File: src/rtl/fma_write_buffer.sv
// Packs FMA result sets into a data-cache line, one set per slot, held until memory consumes it.
// Optional FMA_WB_BACKPRESSURE_EN adds ready_out and stalls FMAs instead of dropping sets.
module fma_write_buffer #(
  parameter int FMA_COUNT  = 2,
  parameter int WORD_WIDTH = 16,
  parameter int SLOT_COUNT = 3
) (
  input  logic                                     clk_in,
  input  logic                                     rst_n_in,
  input  logic [FMA_COUNT*WORD_WIDTH-1:0]          fma_c_in,
  input  logic [FMA_COUNT-1:0]                     fma_valid_in,
  input  logic                                     consume_in,
  input  logic                                     flush_in,
`ifdef FMA_WB_BACKPRESSURE_EN
  output logic                                     ready_out,
`endif
  output logic [SLOT_COUNT*FMA_COUNT*WORD_WIDTH-1:0] line_out,
  output logic                                     line_valid_out,
  output logic [1:0]                               slot_count_out,
  output logic                                     overflow_out
);

  localparam int SLOT_WIDTH = FMA_COUNT * WORD_WIDTH;
  localparam int LINE_WIDTH = SLOT_COUNT * SLOT_WIDTH;
  localparam int CNT_W      = 2;

  typedef enum logic [0:0] {
    ST_FILLING = 1'b0,
    ST_FULL    = 1'b1
  } state_e;

  state_e                  state_r;
  state_e                  state_nxt_s;
  logic [LINE_WIDTH-1:0]   line_r;
  logic [LINE_WIDTH-1:0]   line_nxt_s;
  logic [CNT_W-1:0]        slot_cnt_r;
  logic [CNT_W-1:0]        slot_cnt_nxt_s;
  logic                    overflow_r;
  logic                    overflow_nxt_s;
  logic                    line_valid_r;
  logic                    line_valid_nxt_s;
  logic [SLOT_WIDTH-1:0]   lane_s;
  logic                    set_s;
  logic                    ready_s;

  assign set_s = |fma_valid_in;

  // Ready when there is room, or when the held line leaves on this edge
  always_comb begin
    ready_s = 1'b0;
    if (state_r == ST_FILLING || consume_in) begin
      ready_s = 1'b1;
    end else begin
      ready_s = 1'b0;
    end
  end

`ifdef FMA_WB_BACKPRESSURE_EN
  assign ready_out = ready_s;
`endif

  // Zero the lanes whose FMA did not report a result
  always_comb begin
    lane_s = '0;
    for (int i = 0; i < FMA_COUNT; i++) begin
      if (fma_valid_in[i]) begin
        lane_s[i*WORD_WIDTH +: WORD_WIDTH] = fma_c_in[i*WORD_WIDTH +: WORD_WIDTH];
      end else begin
        lane_s[i*WORD_WIDTH +: WORD_WIDTH] = {WORD_WIDTH{1'b0}};
      end
    end
  end

  // Next-state and datapath update
  always_comb begin
    state_nxt_s    = state_r;
    line_nxt_s     = line_r;
    slot_cnt_nxt_s = slot_cnt_r;
    overflow_nxt_s = overflow_r;
    case (state_r)
      ST_FILLING: begin
        if (set_s) begin
          for (int k = 0; k < SLOT_COUNT; k++) begin
            if (slot_cnt_r == CNT_W'(k)) begin
              line_nxt_s[k*SLOT_WIDTH +: SLOT_WIDTH] = lane_s;
            end else begin
              line_nxt_s[k*SLOT_WIDTH +: SLOT_WIDTH] = line_r[k*SLOT_WIDTH +: SLOT_WIDTH];
            end
          end
          slot_cnt_nxt_s = slot_cnt_r + 2'd1;
          // flush alongside a result closes the line after the write
          if (slot_cnt_nxt_s == CNT_W'(SLOT_COUNT) || flush_in) begin
            state_nxt_s = ST_FULL;
          end else begin
            state_nxt_s = ST_FILLING;
          end
        end else if (flush_in && slot_cnt_r != 2'd0) begin
          state_nxt_s = ST_FULL;
        end else begin
          state_nxt_s = ST_FILLING;
        end
      end
      ST_FULL: begin
        if (consume_in) begin
          state_nxt_s = ST_FILLING;
          if (set_s && ready_s) begin
            line_nxt_s     = LINE_WIDTH'(lane_s);
            slot_cnt_nxt_s = 2'd1;
          end else begin
            line_nxt_s     = '0;
            slot_cnt_nxt_s = 2'd0;
          end
        end else if (set_s) begin
`ifdef FMA_WB_BACKPRESSURE_EN
          overflow_nxt_s = 1'b0;
`else
          overflow_nxt_s = 1'b1;
`endif
        end else begin
          state_nxt_s = ST_FULL;
        end
      end
      default: begin
        state_nxt_s    = ST_FILLING;
        line_nxt_s     = '0;
        slot_cnt_nxt_s = 2'd0;
      end
    endcase
  end

  // Output decode: the line is valid exactly while the FSM sits in FULL
  always_comb begin
    line_valid_nxt_s = 1'b0;
    if (state_nxt_s == ST_FULL) begin
      line_valid_nxt_s = 1'b1;
    end else begin
      line_valid_nxt_s = 1'b0;
    end
  end

  // State and output registers
  always_ff @(posedge clk_in or negedge rst_n_in) begin
    if (!rst_n_in) begin
      state_r      <= ST_FILLING;
      line_r       <= '0;
      slot_cnt_r   <= 2'd0;
      overflow_r   <= 1'b0;
      line_valid_r <= 1'b0;
    end else begin
      state_r      <= state_nxt_s;
      line_r       <= line_nxt_s;
      slot_cnt_r   <= slot_cnt_nxt_s;
      overflow_r   <= overflow_nxt_s;
      line_valid_r <= line_valid_nxt_s;
    end
  end

  assign line_out       = line_r;
  assign line_valid_out = line_valid_r;
  assign slot_count_out = slot_cnt_r;
  assign overflow_out   = overflow_r;

endmodule

File: config.mk
export PLATFORM = sky130hd
export DESIGN_NAME = fma_write_buffer
export DESIGN_NICKNAME = d
export VERILOG_FILES = /design/src/rtl/fma_write_buffer.sv
export SDC_FILE = /design/constraint.sdc
export NUM_CORES = 1
export LEC_CHECK = 0
export BUFFER_PORTS_ARGS = -buffer_cell sky130_fd_sc_hd__buf_4
export CORE_MARGIN = 10
export CORE_UTILIZATION = 45
export DETAILED_ROUTE_END_ITERATION = 8
export PLACE_DENSITY_LB_ADDON = 0.3
export SYNTH_ARGS = -nofsm -noshare
export SYNTH_HDL_FRONTEND = slang
export SYNTH_SLANG_ARGS = --single-unit
File: constraint.sdc
create_clock -name clk_in -period 1.9 [get_ports clk_in]
set_input_delay 0.095 -clock clk_in [delete_from_list [all_inputs] [get_ports clk_in]]
set_output_delay 0.095 -clock clk_in [all_outputs]
set_load 0.02 [all_outputs]
# Word level (Yosys, flattened, before mapping)
# Cells that the tools add are included.
dict set report op_classes {
  add_sub_neg 1
  eq_ne 8
  bitwise 2
  reduce_logical 12
  n_mux 20
}
# cell n
set op_table {}
lappend op_table {{96-bit 2-to-1 mux} 2}
lappend op_table {{96-bit one-hot mux with 2 select lines} 1}
lappend op_table {{32-bit 2-to-1 mux} 4}
lappend op_table {{16-bit 2-to-1 mux} 2}
lappend op_table {{3-bit AND reduction} 4}
lappend op_table {{1-bit 2-to-1 mux} 7}
lappend op_table {{2-bit by 1-bit != test with 1-bit output, second input constant} 3}
lappend op_table {{2-bit equality test, second input constant} 2}
lappend op_table {{2-bit 2-to-1 mux} 2}
lappend op_table {{2-bit != test, second input constant} 2}
lappend op_table {{2-bit one-hot mux with 2 select lines} 1}
lappend op_table {{2-bit by 1-bit adder with 2-bit output, second input constant} 1}
lappend op_table {{2-bit by 1-bit equality test with 1-bit output, second input constant} 1}
lappend op_table {{1-bit logical AND} 2}
lappend op_table {{2-bit logical NOT} 1}
lappend op_table {{1-bit logical OR} 2}
lappend op_table {{1-bit inverter} 2}
lappend op_table {{1-bit one-hot mux with 2 select lines} 1}
lappend op_table {{2-bit AND reduction} 1}
lappend op_table {{2-bit nonzero test} 1}
lappend op_table {{2-bit OR reduction} 1}
dict set report word_totals {
  in_bits 38
  word_cells 50
  reg_bits 101
  out_inout_bits 100
}

# Longest topological paths before layout
# Gate-level depths: netlist of run 1.
dict set report logic_depth {
  word_depth 7
  mapped_depth 7
  mapped_depth_nobuf 5
}

# Worst setup path after synthesis of run 1
# No wires, ideal clock.
dict set report synth_timing {
  path_kind {register to register}
  startpoint {reg slot_cnt_r[0], in the netlist slot_count_out[0]}
  endpoint {reg line_r[18], in the netlist line_out[18]}
  setup_ns 0.121
  path_buffers 2
  t_arrival_ns 1.563
  stages_incl_launch_ff 8
  synth_period_minus_slack_ns 1.684
  path_slack_ns 0.216
  required_time_ns 1.779
  path_cell_list {dfrtp_1 inv_1 ha_1 mux2i_1 nor2b_1 clkbuf_2 buf_2 a22o_2}
}
dict set report synth_via {
  elab_chain_cells 3
}
# item line
set synth_lines {}
lappend synth_lines {{start: declaration} 36} ;# logic [CNT_W-1:0] slot_cnt_r;
lappend synth_lines {{start signal: assignment} 152} ;# slot_cnt_r <= slot_cnt_nxt_s;
lappend synth_lines {{2-bit logical NOT} 84} ;# if (slot_cnt_r == CNT_W'(k)) begin
lappend synth_lines {{2-bit by 1-bit != test with 1-bit output (no source line)} -}
lappend synth_lines {{3-bit AND reduction (no source line)} -}
lappend synth_lines {{end signal: assignment} 151} ;# line_r <= line_nxt_s;
lappend synth_lines {{end: declaration} 34} ;# logic [LINE_WIDTH-1:0] line_r;
# Every way passes these cells.
# A chain may end at the register's enable or synchronous reset.

# Final worst setup path of run 1
dict set report layout_timing {
  startpoint {reg slot_cnt_r[1], in the netlist slot_count_out[1]}
  endpoint {reg line_r[13], in the netlist line_out[13]}
}
# Same word-level chain as after synthesis.

==> impl_metrics.yaml, run 1 <==
floorplanning:
  placement_rows: 35
  fp.dieArea_um2: 14100
  die_y_um: 119
  initial_core_util: 0.469
  die_x_um: 119
  design.core.area_um2: 9330
  design.portCount: 138
global_routing:
  routing_layer_with_the_top_usage_in_global_route: "met2"
  met2_usage: 0.277
  maximum_number_of_pins_on_one_net_before_global_route_repair: 66
  gr-usage-met3: 0.0552
  gr-total-overflow: 0
  first_global_vias: 3933
  grt_use_total: 0.182
  grt_pass1_wl_mm: 21.2
  global_route.usage.met1: 0.238
  grt_antenna_before_repair: 0
routing:
  wl_per_cell_um: 19.5
  postRouteWirelength_mm: 13.1
  detail_route.first_pass.iterations: 5
  drt-initial-drc-count: 257
  ant_nets: 0
  post_drt_via_cell_ratio: 5.40
  detail_route.drc_violations: 0
  via_count: 3646
logic_synthesis:
  seq_area_frac_synth: 0.573
  ys_warn_count: 0
  synth_xor_area_frac: 0
  postSynthRegisterBits: 100
  compound_gate_fraction_of_synth_area: 0.125
  main_combinational_cell_family_by_area_after_synthesis: "simple AND/OR/NAND/NOR gates"
  async_reset_ff_frac: 1.00
  syn_area_um2: 4370
  syn_area_per_cell_um2: 11.4
  netlist.top_cell.by_area: "sky130_fd_sc_hd__dfrtp_1"
  postSynth.topFlopCell: "sky130_fd_sc_hd__dfrtp_1"
  post_synth_main_area_contributors: "sky130_fd_sc_hd__dfrtp_1 (57%), sky130_fd_sc_hd__nand2_1 (8.4%), sky130_fd_sc_hd__mux2i_1 (7.8%)"
  yosysTopAreaCellShare: 0.573
  synthSimpleGateAreaFrac: 0.161
  muxShareOfSynthArea: 0.0779
  yosys.area_share.adder: 0.00859
  synth.distinct_cells: 27
  postSynthCellCount: 385
  synth_enable_flop_cells: 0
  mappedNetlistNets: 426
layout:
  final_net_count: 582
  antenna-diode-count: 0
  fill_cells: 753
  stdcell_area_um2: 6000
  layout.cells.non_filler: 675
  highest_count_cells_in_the_layout_ignoring_fill_and_taps: "sky130_fd_sc_hd__buf_4 (145), sky130_fd_sc_hd__dfrtp_1 (100), sky130_fd_sc_hd__nand2_1 (97)"
  syn2layout_area_growth_pct: 37.2
  post_route_cells_drive_above_1_share: 0.359
  final_common_cell: "sky130_fd_sc_hd__buf_4"
timing:
  hold_slack_ns: 0.125
  worst_pin_slew_ns: 0.707
  finalCriticalPeriod_ns: 1.73
  relSlewSlack: 0.526
  max_freq_ghz: 0.578
  setup_repair_after_global_routing_missed_its_margin: "no"
  layout_setup_ws_ns: 0.170
  setup_viol: 0
  timing.final.hold_violations: 0
  min_period_over_period: 0.910
  finClkSkew_ns: 0.0171
  number_of_max_slew_violations_in_the_final_report: 0
power:
  seqPwrFrac: 0.360
  p_leak_nw: 3.08
  report.power.total_w: 0.00993
  comb_power_share: 0.499
  net-switching-power_w: 0.00409
  power.density_nw_per_um2: 1660
  netSwitchingFraction: 0.412
  vdd_ir_drop_max_v: 0.000833
  clock_power_share: 0.141
  power_report.internal_total_w: 0.00584
placement:
  place.detailed.hpwl_mm: 8.75
  worst_setup_timing_slack_at_the_placement_stage_ns: -0.211
  place_congestion: 0.774
  numPlacedInstances: 625
  placement.io_buffers: 137
  place_area_um2: 5430
hold_path:
  hp-class: "in2reg"
clocking:
  insertion_delay_ns: 0.36
  number_of_levels_in_the_clock_h_tree: 3
  cts-root-buf: "sky130_fd_sc_hd__clkbuf_8"
  tritoncts: "yes"
  tritoncts_buffer_count: 9
  clockBufferDepth: 2
  cts_num_sinks: 100
  path_clk_slew_ns: 0.09
flow_run:
  drv_cap: 0
setup_path:
  crit_path_end_kind: "flip-flop"
  worst_path_max_delay_cell: "sky130_fd_sc_hd__nor2b_2"
  cp_max_fo: 16
  worstPathArrival_ns: 2.01
  max_stage_delay_ns: 0.59
  critical_path_required_ns: 2.18
  worst_setup_path_start_kind: "flip-flop"
  worstSetupPathType: "reg2reg"
  timing.critical_path.cells: "inv_1 -> ha_1 -> mux2i_1 -> nor2b_2 -> a22o_2"
status:
  run_status: "finished clean"
-- routing by layer --
| layer | wire length (µm) | part of all wire | vias to the layer above |
|---|---|---|---|
| li1 | - | - | 1653 |
| met1 | 5910 | 0.45 | 1819 |
| met2 | 5970 | 0.45 | 151 |
| met3 | 924 | 0.070 | 23 |
| met4 | 323 | 0.025 | 0 |
| met5 | 0 | 0 | - |
-- worst max-delay path, delay by kind of cell (launching register included) --
kind,cells,cell delay [ns]
buffers and inverters,1,0.11
adder cells (fa/ha/maj),1,0.18
AO/OA/AOI/OAI,1,0.26
multiplexers,1,0.12
AND/OR/NAND/NOR,1,0.59
flip-flops,1,0.42
-- flip-flops by register name, indices dropped and copies added, names as in the netlist --
signal / count
overflow_out: 1
line_out: 96
line_valid_out: 1
slot_count_out: 2
-- power by group through the flow --
stage	Combinational, W	Clock (W)	Sequential, W
after floorplan	0.00182	0	0.00459
after global placement	0.00479	0	0.00359
after detailed placement	0.00490	0	0.00359
after CTS	0.00496	0.00144	0.00357
after global routing	0.00532	0.00153	0.00369
final	0.00495	0.00140	0.00358
-- cell usage after synthesis (2+ instances only) --
master / n
sky130_fd_sc_hd__o21ai_0: 27
sky130_fd_sc_hd__nand4b_1: 32
sky130_fd_sc_hd__nor2_1: 2
sky130_fd_sc_hd__a22o_2: 25
sky130_fd_sc_hd__nand2_1: 98
sky130_fd_sc_hd__clkbuf_1: 14
sky130_fd_sc_hd__buf_2: 9
sky130_fd_sc_hd__nand2b_1: 2
sky130_fd_sc_hd__mux2i_1: 34
sky130_fd_sc_hd__a22o_1: 7
sky130_fd_sc_hd__inv_1: 2
sky130_fd_sc_hd__buf_6: 11
sky130_fd_sc_hd__clkbuf_2: 2
sky130_fd_sc_hd__ha_1: 3
sky130_fd_sc_hd__dfrtp_1: 100
sky130_fd_sc_hd__nor2b_1: 2
sky130_fd_sc_hd__o21ai_1: 5
-- metrics by stage --
stage,TNS (ns),util
finish,0,0.643
global route,0,0.643
CTS,0,0.641
detailed placement,-4.83,0.582
global placement,-1.31,0.582
floorplan,0,-
-- layout make-up --
class	count	area, µm²	share of cell area
clock inverters	5	60.1	0.0100
well taps	129	161	0.0269
inverters	2	7.51	0.00125
clock buffers	11	151	0.0252
multi-input cells	248	1660	0.276
repair buffers	180	1460	0.243
flip-flops and latches	100	2500	0.417
-- worst paths after layout --
kind	startpoint	end	slack, ns	depth (start not counted)
hold reg to reg	overflow_out$_DFFE_PN0P_	overflow_out$_DFFE_PN0P_	0.51	1
max in group asynchronous	rst_n_in	line_valid_out$_DFF_PN0_	1.02	3
hold / removal	flush_in	line_valid_out$_DFF_PN0_	0.12	4
min in group asynchronous	rst_n_in	line_out[94]$_DFFE_PN0P_	0.20	2
setup / recovery	slot_count_out[1]$_DFFE_PN0P_	line_out[13]$_DFFE_PN0P_	0.17	5
setup reg to reg	slot_count_out[1]$_DFFE_PN0P_	line_out[13]$_DFFE_PN0P_	0.17	5
-- what timing repair did --
| item | 4_1_cts | 5_1_grt |
|---|---|---|
| gates cloned | 0 | 1 |
| pin swaps | 0 | 1 |
| hold buffers | 33 | 0 |
| endpoints found under the hold margin | 59 | 0 |
| setup buffers | 0 | 0 |
| endpoints found under the setup margin | 32 | 32 |
| resized for setup | 2 | 1 |
-- kinds of logic after synthesis --
family	Yosys count
buffers and inverters	38
and+or+nand+nor	139
adders and majority gates	3
AOI/OAI and AO/OA	71
DFF	100
muxes	34
(Power assumes the default switching activity.)
==> inputs of run 2 (changes only) <==
Settings changed: CELL_PAD_IN_SITES_DETAIL_PLACEMENT set to 1, CELL_PAD_IN_SITES_GLOBAL_PLACEMENT set to 2, CORE_UTILIZATION 45 to 32.
==> run 2 against run 1 <==
Net effect: utilization down 18 points; non-clock buffer count shrank 1; sequential share of layout area is 0.75 points lower; combinational power up 2%; critical path depth did not move; final area grew 1.8%; hold slack lost 0.12 ns; sequential cell count stayed put; global-route usage shrank 2.6 points; clock power grew 31%; first-iteration DRC count down 40%; critical endpoint is now line_out[45]$_DFFE_PN0P_.
==> impl_metrics.yaml, run 2 (synthesized netlist as in run 1, its figures left out) <==
status:
  run_status: "finished clean"
routing:
  wl_per_cell_um: 20.1
  ant_nets: 0
  drt-initial-drc-count: 154
  dr_wl_met2_mm: 6.94
  post_drt_via_cell_ratio: 5.01
  detail_route.first_pass.iterations: 6
  detail_route.drc_violations: 0
  drt_met1_wl_mm: 6.22
  dr.max_layer_used: "met4"
  postRouteWirelength_mm: 14.4
  via_count: 3595
  met3WireLength_mm: 1.10
global_routing:
  gr-total-overflow: 0
  grt_use_total: 0.156
  grt_pass1_wl_mm: 23.1
  maximum_number_of_pins_on_one_net_before_global_route_repair: 62
  first_global_vias: 4133
  grt_antenna_before_repair: 0
layout:
  fill_cells: 1455
  layout.cells.non_filler: 718
  largest_register_ffs: 96
  multiInputGateArea_um2: 1640
  antenna-diode-count: 0
  final_common_cell: "sky130_fd_sc_hd__buf_4"
  final-seq-area_um2: 2500
  final_net_count: 580
  post_route_cells_drive_above_1_share: 0.367
  highest_count_cells_in_the_layout_ignoring_fill_and_taps: "sky130_fd_sc_hd__buf_4 (151), sky130_fd_sc_hd__dfrtp_1 (100), sky130_fd_sc_hd__nand2_1 (97)"
  syn2layout_area_growth_pct: 39.7
floorplanning:
  placement_rows: 42
  fp.dieArea_um2: 18700
  initial_core_util: 0.329
  design.portCount: 138
  design.core.area_um2: 13300
  die_x_um: 137
  die_y_um: 137
clocking:
  insertion_delay_ns: 0.34
  number_of_levels_in_the_clock_h_tree: 3
  clockBufferDepth: 2
  cts-root-buf: "sky130_fd_sc_hd__clkbuf_16"
  cts_num_sinks: 100
  tritoncts_buffer_count: 9
  postCtsSetupBuffers: 0
  tritoncts: "yes"
  path_clk_slew_ns: 0.07
setup_path:
  timing.critical_path.cells: "buf_4 -> o21ba_4 -> nand2_4 -> buf_4 -> mux2i_1"
  critical_path.endpoint: "line_out[45]$_DFFE_PN0P_"
  worstSetupPathType: "reg2reg"
  worstPathArrival_ns: 2.01
  max_stage_delay_ns: 0.36
  critPathTopFamily: "buffers and inverters"
  cp_max_fo: 38
  rr_worst_depth: 5
  crit_reg_reg_startpoint: "line_valid_out$_DFF_PN0_"
  crit_path_end_kind: "flip-flop"
  flop2flop_setup_slack_ns: 0.13
  worst_setup_path_start_kind: "flip-flop"
  worst_setup_path_startpoint: "line_valid_out$_DFF_PN0_"
  critical_path_required_ns: 2.15
  critPathMostFrequentCell: "sky130_fd_sc_hd__buf_4"
  r2r_end: "line_out[45]$_DFFE_PN0P_"
  worst_path_max_delay_cell: "sky130_fd_sc_hd__dfrtp_1"
  critical_path_cell_count: 5
  worstPathBufferInverterCount: 2
placement:
  place.detailed.hpwl_mm: 9.89
  numPlacedInstances: 679
  placement.io_buffers: 137
  place_congestion: 0.782
hold_path:
  hp-class: "in2reg"
timing:
  setup_repair_after_global_routing_missed_its_margin: "no"
  setup_viol: 0
  number_of_max_slew_violations_in_the_final_report: 0
  finClkSkew_ns: 0.00391
  relSlewSlack: 0.545
  max_freq_ghz: 0.566
  min_period_over_period: 0.929
  timing.final.hold_violations: 0
  finalCriticalPeriod_ns: 1.77
  hold_slack_ns: 0.00663
  worst_pin_slew_ns: 0.679
flow_run:
  drv_cap: 0
power:
  seqPwrFrac: 0.342
  clock_power_share: 0.176
  netSwitchingFraction: 0.399
  comb_power_share: 0.482
  p_leak_nw: 3.11
  power.density_nw_per_um2: 1720
  vdd_ir_drop_max_v: 0.000679
  net-switching-power_w: 0.00418
  power_report.internal_total_w: 0.00630
==> run 2: cell types whose count changed in the layout (fill, tap and decap cells not counted), sizes merged <==
cell	change
dlygate4sd3	-8
a21boi	-1
clkbuf	+1
clkinvlp	-1
clkinv	-2
buf	+7
==> run 2: power groups by stage <==
stage               clock network (W)  logic, W  registers (W)
CTS                           0.00189   0.00517        0.00359
global route                  0.00199   0.00548        0.00370
finish                        0.00184   0.00505        0.00359
floorplan                           0   0.00182        0.00459
detailed placement                  0   0.00512        0.00361
global placement                    0   0.00500        0.00360
==> run 2: area by class of cell <==
type,count,share of cell area
clock buffers,12,0.0420
clock inverters,2,0.00574
inverters,2,0.00123
multi-input cells,247,0.269
flip-flops and latches,100,0.410
well taps,176,0.0361
repair buffers,179,0.236
==> run 2: timing repair <==
action,CTS,global route
gates resized for setup,2,1
hold buffers,25,0
gates cloned,0,0
hold endpoints to repair,124,0
setup endpoints to repair,32,14
==> run 2: routing by layer <==
layer,vias up,global-route usage
met1,1834,0.189
li1,1644,-
met5,-,0
met2,104,0.260
met3,13,0.0484
met4,0,0.0509
==> run 2: worst min-delay path by stage <==
| stage | startpoint | end | slack [ns] | cells past startpoint |
|---|---|---|---|---|
| after global routing | fma_c_in[22] | line_out[22]$_DFFE_PN0P_ | 0.001 | 2 |
| final | fma_c_in[13] | line_out[13]$_DFFE_PN0P_ | 0.007 | 2 |
| after floorplan | rst_n_in | line_out[0]$_DFFE_PN0P_ | -0.20 | 0 |
| after global placement | rst_n_in | line_out[59]$_DFFE_PN0P_ | -0.05 | 1 |
| after detailed placement | rst_n_in | line_out[59]$_DFFE_PN0P_ | -0.05 | 1 |
| after CTS | fma_c_in[10] | line_out[10]$_DFFE_PN0P_ | 0.00005 | 2 |
==> run 2: through the flow <==
| step | TNS, ns | worst slack [ns] | instance area, µm² | utilization | power [W] |
|---|---|---|---|---|---|
| 2_1_floorplan | 0 | 0.216 | 4370 | - | 0.00641 |
| 3_3_place_gp | -3.38 | -0.177 | 5560 | 0.418 | 0.00860 |
| 3_5_place_dp | -5.95 | -0.287 | 5560 | 0.418 | 0.00873 |
| 4_1_cts | 0 | 0.0937 | 6100 | 0.459 | 0.0107 |
| 5_1_grt | 0 | 0.0403 | 6110 | 0.459 | 0.0112 |
| 6_report | 0 | 0.134 | 6110 | 0.459 | 0.0105 |
==> run 2: worst reg2reg max path: cells and delay by family (launching register included) <==
family / cells / cell delay, ns
flip-flops: 1 / 0.36
buffers and inverters: 2 / 0.71
multiplexers: 1 / 0.28
AND/OR/NAND/NOR: 1 / 0.07
AO/OA/AOI/OAI: 1 / 0.25
